### src/rtl/wb_stage.sv
// Write-back stage: selects the write-back value, owns the register file, serves two bypassed
// decode read ports and exports a forwarding tap plus retire/halt status. Trace option: WB_TRACE_EN.
module wb_stage #(
  parameter int XLEN        = 32,
  parameter int NREGS       = 32,
  parameter int FILL_CYCLES = 3
) (
  input  logic            CLK,
  input  logic            RESET_N,
  input  logic [104:0]    memwb,
  input  logic            halt_req,
  input  logic [4:0]      rs1_addr,
  input  logic [4:0]      rs2_addr,
  output logic [XLEN-1:0] rs1_data,
  output logic [XLEN-1:0] rs2_data,
  output logic            fwd_we,
  output logic [4:0]      fwd_rd,
  output logic [XLEN-1:0] fwd_data,
  output logic [31:0]     retired,
  output logic            halted
);

  localparam int CW = (FILL_CYCLES > 1) ? $clog2(FILL_CYCLES + 1) : 1;
  localparam logic [CW-1:0] FILL_LAST = CW'(FILL_CYCLES - 1);

  typedef enum logic [1:0] {
    S_FILL,
    S_RUN,
    S_DRAIN,
    S_HALTED
  } state_t;

  // Bundle field extraction
  logic [4:0]      rd;
  logic [XLEN-1:0] ld_data;
  logic [XLEN-1:0] alu_res;
  logic            regwrite;
  logic            memtoreg;
  logic            link;
  logic            bubble;
  logic [XLEN-1:0] pc4;

  assign rd       = memwb[4:0];
  assign ld_data  = memwb[36:5];
  assign alu_res  = memwb[68:37];
  assign regwrite = memwb[69];
  assign memtoreg = memwb[70];
  assign link     = memwb[71];
  assign bubble   = memwb[72];
  assign pc4      = memwb[104:73];

  state_t          state_reg, state_next;
  logic [CW-1:0]   fill_cnt_reg, fill_cnt_next;
  logic            halt_pend_reg, halt_pend_next;
  logic [31:0]     retired_reg, retired_next;
  logic            fwd_we_reg;
  logic [4:0]      fwd_rd_reg;
  logic [XLEN-1:0] fwd_data_reg;
  logic [XLEN-1:0] rf_reg [NREGS];

  logic            run_slot;
  logic            commit_slot;
  logic            commit;
  logic            retire_inc;
  logic [XLEN-1:0] wb_value;
  logic [NREGS-1:0] wr_en;

  always_comb begin
    wb_value = alu_res;
    if (link)
      wb_value = pc4;
    else if (memtoreg)
      wb_value = ld_data;
  end

  // FSM next-state and slot qualification
  always_comb begin
    state_next     = state_reg;
    fill_cnt_next  = fill_cnt_reg;
    halt_pend_next = halt_pend_reg;
    run_slot       = 1'b0;
    commit_slot    = 1'b0;
    case (state_reg)
      S_FILL: begin
        fill_cnt_next = fill_cnt_reg + CW'(1);
        if (halt_req)
          halt_pend_next = 1'b1;
        if (fill_cnt_reg == FILL_LAST)
          state_next = (halt_pend_reg || halt_req) ? S_HALTED : S_RUN;
      end
      S_RUN: begin
        run_slot    = 1'b1;
        commit_slot = 1'b1;
        if (halt_req)
          state_next = S_DRAIN;
      end
      S_DRAIN: begin
        // the one slot still in flight when halt was seen
        commit_slot = 1'b1;
        state_next  = S_HALTED;
      end
      default: begin
        state_next = S_HALTED;
      end
    endcase
  end

  assign commit       = commit_slot && !bubble && regwrite && (rd != 5'd0);
  assign retire_inc   = run_slot && !bubble;
  assign retired_next = retired_reg + (retire_inc ? 32'd1 : 32'd0);

  always_ff @(posedge CLK or negedge RESET_N) begin
    if (!RESET_N) begin
      state_reg     <= S_FILL;
      fill_cnt_reg  <= '0;
      halt_pend_reg <= 1'b0;
      retired_reg   <= '0;
    end else begin
      state_reg     <= state_next;
      fill_cnt_reg  <= fill_cnt_next;
      halt_pend_reg <= halt_pend_next;
      retired_reg   <= retired_next;
    end
  end

  always_ff @(posedge CLK or negedge RESET_N) begin
    if (!RESET_N) begin
      fwd_we_reg   <= 1'b0;
      fwd_rd_reg   <= '0;
      fwd_data_reg <= '0;
    end else begin
      fwd_we_reg <= commit;
      if (commit) begin
        fwd_rd_reg   <= rd;
        fwd_data_reg <= wb_value;
      end
    end
  end

  // Per-register write enables; x0 never written
  assign wr_en[0] = 1'b0;
  generate
    for (genvar gi = 1; gi < NREGS; gi++) begin : g_wr_en
      assign wr_en[gi] = commit && (rd == 5'(gi));
    end
  endgenerate

  // Register file is flop-based because reset must clear every entry at once
  always_ff @(posedge CLK or negedge RESET_N) begin
    if (!RESET_N) begin
      for (int i = 0; i < NREGS; i++)
        rf_reg[i] <= '0;
    end else begin
      for (int i = 1; i < NREGS; i++)
        if (wr_en[i])
          rf_reg[i] <= wb_value;
    end
  end

  always_comb begin
    rs1_data = '0;
    if (rs1_addr != 5'd0)
      rs1_data = (commit && (rs1_addr == rd)) ? wb_value : rf_reg[rs1_addr];
  end

  always_comb begin
    rs2_data = '0;
    if (rs2_addr != 5'd0)
      rs2_data = (commit && (rs2_addr == rd)) ? wb_value : rf_reg[rs2_addr];
  end

  assign fwd_we   = fwd_we_reg;
  assign fwd_rd   = fwd_rd_reg;
  assign fwd_data = fwd_data_reg;
  assign retired  = retired_reg;
  assign halted   = (state_reg == S_HALTED);

`ifdef WB_TRACE_EN
  always_ff @(posedge CLK) begin
    if (RESET_N) begin
      if (commit)
        $display("[wb] #%0d pc=%h x%0d=%h", retired_reg, pc4 - 32'd4, rd, wb_value);
      if ((state_next == S_HALTED) && (state_reg != S_HALTED))
        $display("[wb] halted, retired=%0d", retired_next);
    end
  end
`else
  // no trace output in this build
`endif

endmodule
### config.mk
export PLATFORM = sky130hd
export DESIGN_NAME = wb_stage
export DESIGN_NICKNAME = d
export VERILOG_FILES = /design/src/rtl/wb_stage.sv
export SDC_FILE = /design/constraint.sdc
export NUM_CORES = 2
export LEC_CHECK = 0
export BUFFER_PORTS_ARGS = -buffer_cell sky130_fd_sc_hd__buf_2
export CAP_MARGIN = 25
export CORE_UTILIZATION = 48
export CTS_CLUSTER_SIZE = 12
export DETAILED_ROUTE_END_ITERATION = 6
export PLACE_DENSITY_LB_ADDON = 0.12
export SLEW_MARGIN = 20
export SYNTH_ARGS = -nofsm -noshare
export SYNTH_HDL_FRONTEND = slang
export SYNTH_SLANG_ARGS = --single-unit
### constraint.sdc
create_clock -name CLK -period 5.73 [get_ports CLK]
set_clock_uncertainty 0.15 [all_clocks]
set_input_delay 0.573 -clock CLK [delete_from_list [all_inputs] [get_ports CLK]]
set_output_delay 0.573 -clock CLK [all_outputs]
set_load 0.01 [all_outputs]
======== Yosys cells after proc, flatten, opt, wreduce, memory -nomap -nowiden ========
Cells that the tools add are included.
word-level totals
  register bits ........................... 1067
  word-level logic and storage cells ...... 148
  input bits .............................. 118
  output and inout port bits .............. 135
cells by class
  order comparisons ....................... 2
  bitwise operators ....................... 2
  eq/ne operators ......................... 39
  reduce and logical (&&, ||, !) cells .... 46
  add/subtract/negate cells ............... 2
  multiplexer cells ....................... 19
operator list
  operator               number
  $bmux W32 S5           2
  $mux W32               10
  $eq A5 B5 Y1 const B   16
  $eq A5 B4 Y1 const B   8
  $logic_and A1 B1 Y1    37
  $add A32 B1 Y32        1
  $eq A5 B3 Y1 const B   4
  $reduce_bool A5 Y1     3
  $ge A6 B6 Y1 const B   2
  $not A5 Y6             2
  $eq A5 B2 Y1 const B   2
  $eq A5 B5 Y1           2
  $eq A2 B2 Y1 const B   3
  $mux W2                3
  $eq A5 B1 Y1 const B   1
  $ne A2 B2 Y1 const B   2
  $pmux W2 S2            1
  $reduce_and A2 Y1      2
  $mux W1                3
  $add A2 B1 Y2 const B  1
  $eq A2 B1 Y1 const B   1
  $logic_not A2 Y1       1
  $reduce_or A2 Y1       1
  $logic_not A1 Y1       1
  $logic_or A1 B1 Y1     1

======== Depth between registers and ports, before layout ========
  word-level depth ........................ 9
  gate-level depth with buffers ........... 12
  mapped depth without buffers ............ 11

======== Least setup slack after synthesis ========
Ideal clock, no wire load.
  path type ............................... input -> output
  start ................................... input memwb[2]
  end ..................................... output rs2_data[23]
  setup slack ............................. 2.720 ns
  data required time ...................... 5.007 ns
  stages .................................. 8
  arrival ................................. 2.287 ns
  buffers on the path ..................... 3
  cell sequence ........................... buf_2 nor4_4 a21o_1 buf_6 o31ai_2 buf_4 a21oi_1 a2111oi_0
between the ends
  longest elaborated chain between the ends .. 5
  elaborated cells between the ends (all ways) .. 6
  those cells by class .................... eq/ne: 1; mux: 2; reduce/logical: 3
ends and longest elaborated chain
  what                   line  source
  start: declaration     10    input logic [104:0] memwb,
  $reduce_bool A5 Y1     108   assign commit = commit_slot && !bubble && regwrite && (rd != 5'd0);
  $logic_and A1 B1 Y1    108
  $logic_and A1 B1 Y1 *  169   rs2_data = (commit && (rs2_addr == rd)) ? wb_value : rf_reg[rs2_addr];
  $mux W32 *             169
  $mux W32 *             168   if (rs2_addr != 5'd0)
  end: declaration       15    output logic [XLEN-1:0] rs2_data,
Mark *: on every way between the ends. The rest lies on a longest branch, timed or not.

======== Worst setup path in the final report ========
  start ................................... register state_reg[0]
  end ..................................... output rs1_data[4]
between the ends
  longest elaborated chain between the ends .. 9
  elaborated cells between the ends (all ways) .. 10
  those cells by class .................... eq/ne: 2; mux: 3; reduce/logical: 5
ends and longest elaborated chain
  what                                          line  source
  start: declaration                            52    state_t state_reg, state_next;
  start signal: assignment                      119   state_reg <= state_next;
  $eq A2 B1 Y1 or $eq A2 B2 Y1 (tied branches)  83    case (state_reg)
  $reduce_or A2 Y1 (no line) *                  n/a
  $mux W1 *                                     83
  $logic_and A1 B1 Y1 * (3 in a row)            108
  $logic_and A1 B1 Y1 *                         163   rs1_data = (commit && (rs1_addr == rd)) ? wb_value : rf_reg[rs1_addr];
  $mux W32 *                                    163
  $mux W32 *                                    162   if (rs1_addr != 5'd0)
  end: declaration                              14    output logic [XLEN-1:0] rs1_data,
Marks and branches as above.

==> metrics.csv <==
metric,value,unit
grt_use_total,0.331,
path_cells,"inv_1, ha_1, nand3b_1, nor2_1, nand3_4, buf_12, o211ai_1, buf_2",
firstDrtPassIters,7,
post-cts-setup-buffer-count,0,
cts_resized,0,
syn-num-nets,5246,
dp_slack,0.727,ns
maxCapViolations,0,
required,5.01,ns
worst_slew_pin_slew,1.18,ns
antenna_found_initial,16,
r2r-start,state_reg[0],
outcome,"complete, but fails checks",
reg2regPathDepth,9,
rsz0062_at_grt,false,
setup_tns,0,ns
critPathCapture,rs1_data[4],
violations,DRC,
vias,42500,
root_buffer,clkbuf_16,
p_leak,26.9,nW
remaining_drc_errors,71,
final_cells,6748,
crit_path_start,state_reg[0],
clock.fmax,212,MHz
criticalPathCategory,reg2out,
end_kind,output port,
holdWs,0.0749,ns
postLayoutCellArea,62400,um2
powerDensity,267,nW/um2
grt_overflow,0,
drt-vias-per-instance,6.30,
ys_async_sr_fraction,1.00,
drt_wl_total,192,mm
detail_route.wl_per_cell,28.5,um
fp.coreArea,115000,um2
numCtsBuffers,116,
finalHoldViolCount,0,
drive_gt1_frac,0.238,
pin_count,253,
dpl.cell_count,6522,
grt_pass1_vias,40800,
crit_path_top_delay_cell,o211ai_1,
die_y,342,um
syn_inst,5121,
cts_buffer_depth,3,
grt_pass1_wl,284,mm
path_clk_slew,0.06,ns
fin_crit,4.72,ns
h-tree-depth,3,
avgSynthCellArea,10.8,um2
synth-seq-cells,1067,
synth_area,55500,um2
die_w,342,um
clk_latency,0.71,ns
hpwl,120,mm
reg2reg_to,rf_reg[841],
ys.flop_type,dfrtp_1,
grt_max_degree,156,
largest_register_ffs,992,
dieArea,117000,um2
start_util,0.485,
cp-start-kind,flip-flop,
core.rowCount,124,
ys_seq_area_frac,0.481,
ys_types,55,
yosysWarningCount,32,
cp.arrival,4.00,ns
place_area,58500,um2
drtIter0Drc,4400,
vdd.ir_drop.worst,262,uV
relSlewSlack,0.210,
synth_edf_count,0,
area_growth,12.4,%
cts_tree,yes,
reg2reg_slack,2.29,ns
io_buffer_count,252,
ant_nets,0,
numClockSinks,1067,
routabilityCongestion,0.882,
slew_viol_final,0,
period_share,0.824,
nets,5257,
cpPeakStageDelay,0.86,ns
path_max_fanout,36,
worst_slack,1.01,ns
worstHoldPathType,in2reg,
setup_viol,0,
[cells by family after synthesis]
| group | share of synthesized area |
|---|---|
| multiplexers | 0.223 |
| flip-flops | 0.481 |
| AO/OA/AOI/OAI | 0.142 |
| adder cells (fa/ha/maj) | 0.00158 |
| buffers and inverters | 0.0423 |
| AND/OR/NAND/NOR | 0.105 |
| XOR/XNOR | 0.00631 |
[how the worst min path moves through the flow]
| stage | start | endpoint | slack, ns | cells past startpoint |
|---|---|---|---|---|
| 2_1_floorplan | RESET_N | fill_cnt_reg[0] | 0.13 | 0 |
| 3_3_place_gp | halt_pend_reg | halt_pend_reg | 0.29 | 1 |
| 3_5_place_dp | halt_pend_reg | halt_pend_reg | 0.30 | 1 |
| 4_1_cts | memwb[2] | fwd_rd[2] | 0.02 | 3 |
| 5_1_grt | memwb[2] | fwd_rd[2] | 0.04 | 3 |
| 6_report | memwb[1] | fwd_rd[1] | 0.07 | 3 |
[critical path: cells and delay by family, from the launching register on]
family          cells  cell delay [ns]
compound gates      1             0.86
fa+ha+maj           1             0.32
buf+inv             3             0.73
flops               1             0.38
simple gates        3             0.98
[layout by cell type, fill, tap and decap left out, types with 47 or more instances in the layout]
cell       count
dfrtp_1     1067
buf_4        144
a221oi_1      63
clkbuf_16    117
o21ai_0     1045
nor2b_1       57
nor2_1        70
nand2_1     1127
buf_2        242
nand3_1       47
mux2i_1      102
mux2_2       115
o211ai_1      74
mux4_2       446
[per-stage QoR]
stage	total power, W	utilization
after floorplan	0.00837	-
after global placement	0.00913	0.510
after detailed placement	0.00913	0.511
after CTS	0.0167	0.545
after global routing	0.0171	0.545
final	0.0166	0.545
[repair_timing]
item / in CTS / in global routing
hold buffers: 2 / 0
endpoints found under the hold margin: 69 / 0
endpoints found under the setup margin: 0 / 0
[synth_stat cells (29+ instances only)]
cell type / instances / share of area
a21oi_1: 45 / 0.0041
a221oi_1: 63 / 0.0099
a22oi_1: 46 / 0.0062
buf_2: 85 / 0.0077
buf_4: 29 / 0.0039
clkbuf_1: 384 / 0.026
dfrtp_1: 1067 / 0.48
mux2_2: 115 / 0.023
mux2i_1: 102 / 0.018
mux4_2: 446 / 0.18
nand2_1: 1135 / 0.077
nand3_1: 55 / 0.0050
nor2_1: 72 / 0.0049
nor2b_1: 60 / 0.0068
o211ai_1: 74 / 0.010
o21ai_0: 1045 / 0.094
o31ai_1: 31 / 0.0042
xnor2_1: 30 / 0.0047
[power by group]
group	switching [W]	internal (W)
sequential	0.000000295	0.00754
clock	0.00317	0.00447
combinational	0.00108	0.000387
[cell type report]
cell class / count / area [um2]
antenna: 9 / 22.5
clock buffer: 180 / 3480
clock inverter: 33 / 382
fill: 10000 / 52100
inverter: 11 / 41.3
multi-input combinational: 3514 / 27000
sequential: 1067 / 26700
tap: 1512 / 1890
timing repair buffer: 422 / 2940
[routing by layer]
| layer | GRT usage | vias up | wire length (um) |
|---|---|---|---|
| li1 | - | 18600 | - |
| met1 | 0.475 | 21700 | 80300 |
| met2 | 0.493 | 1884 | 86300 |
| met3 | 0.0793 | 348 | 18700 |
| met4 | 0.115 | 8 | 6920 |
| met5 | 0 | - | 53 |
(Power assumes the default switching activity.)
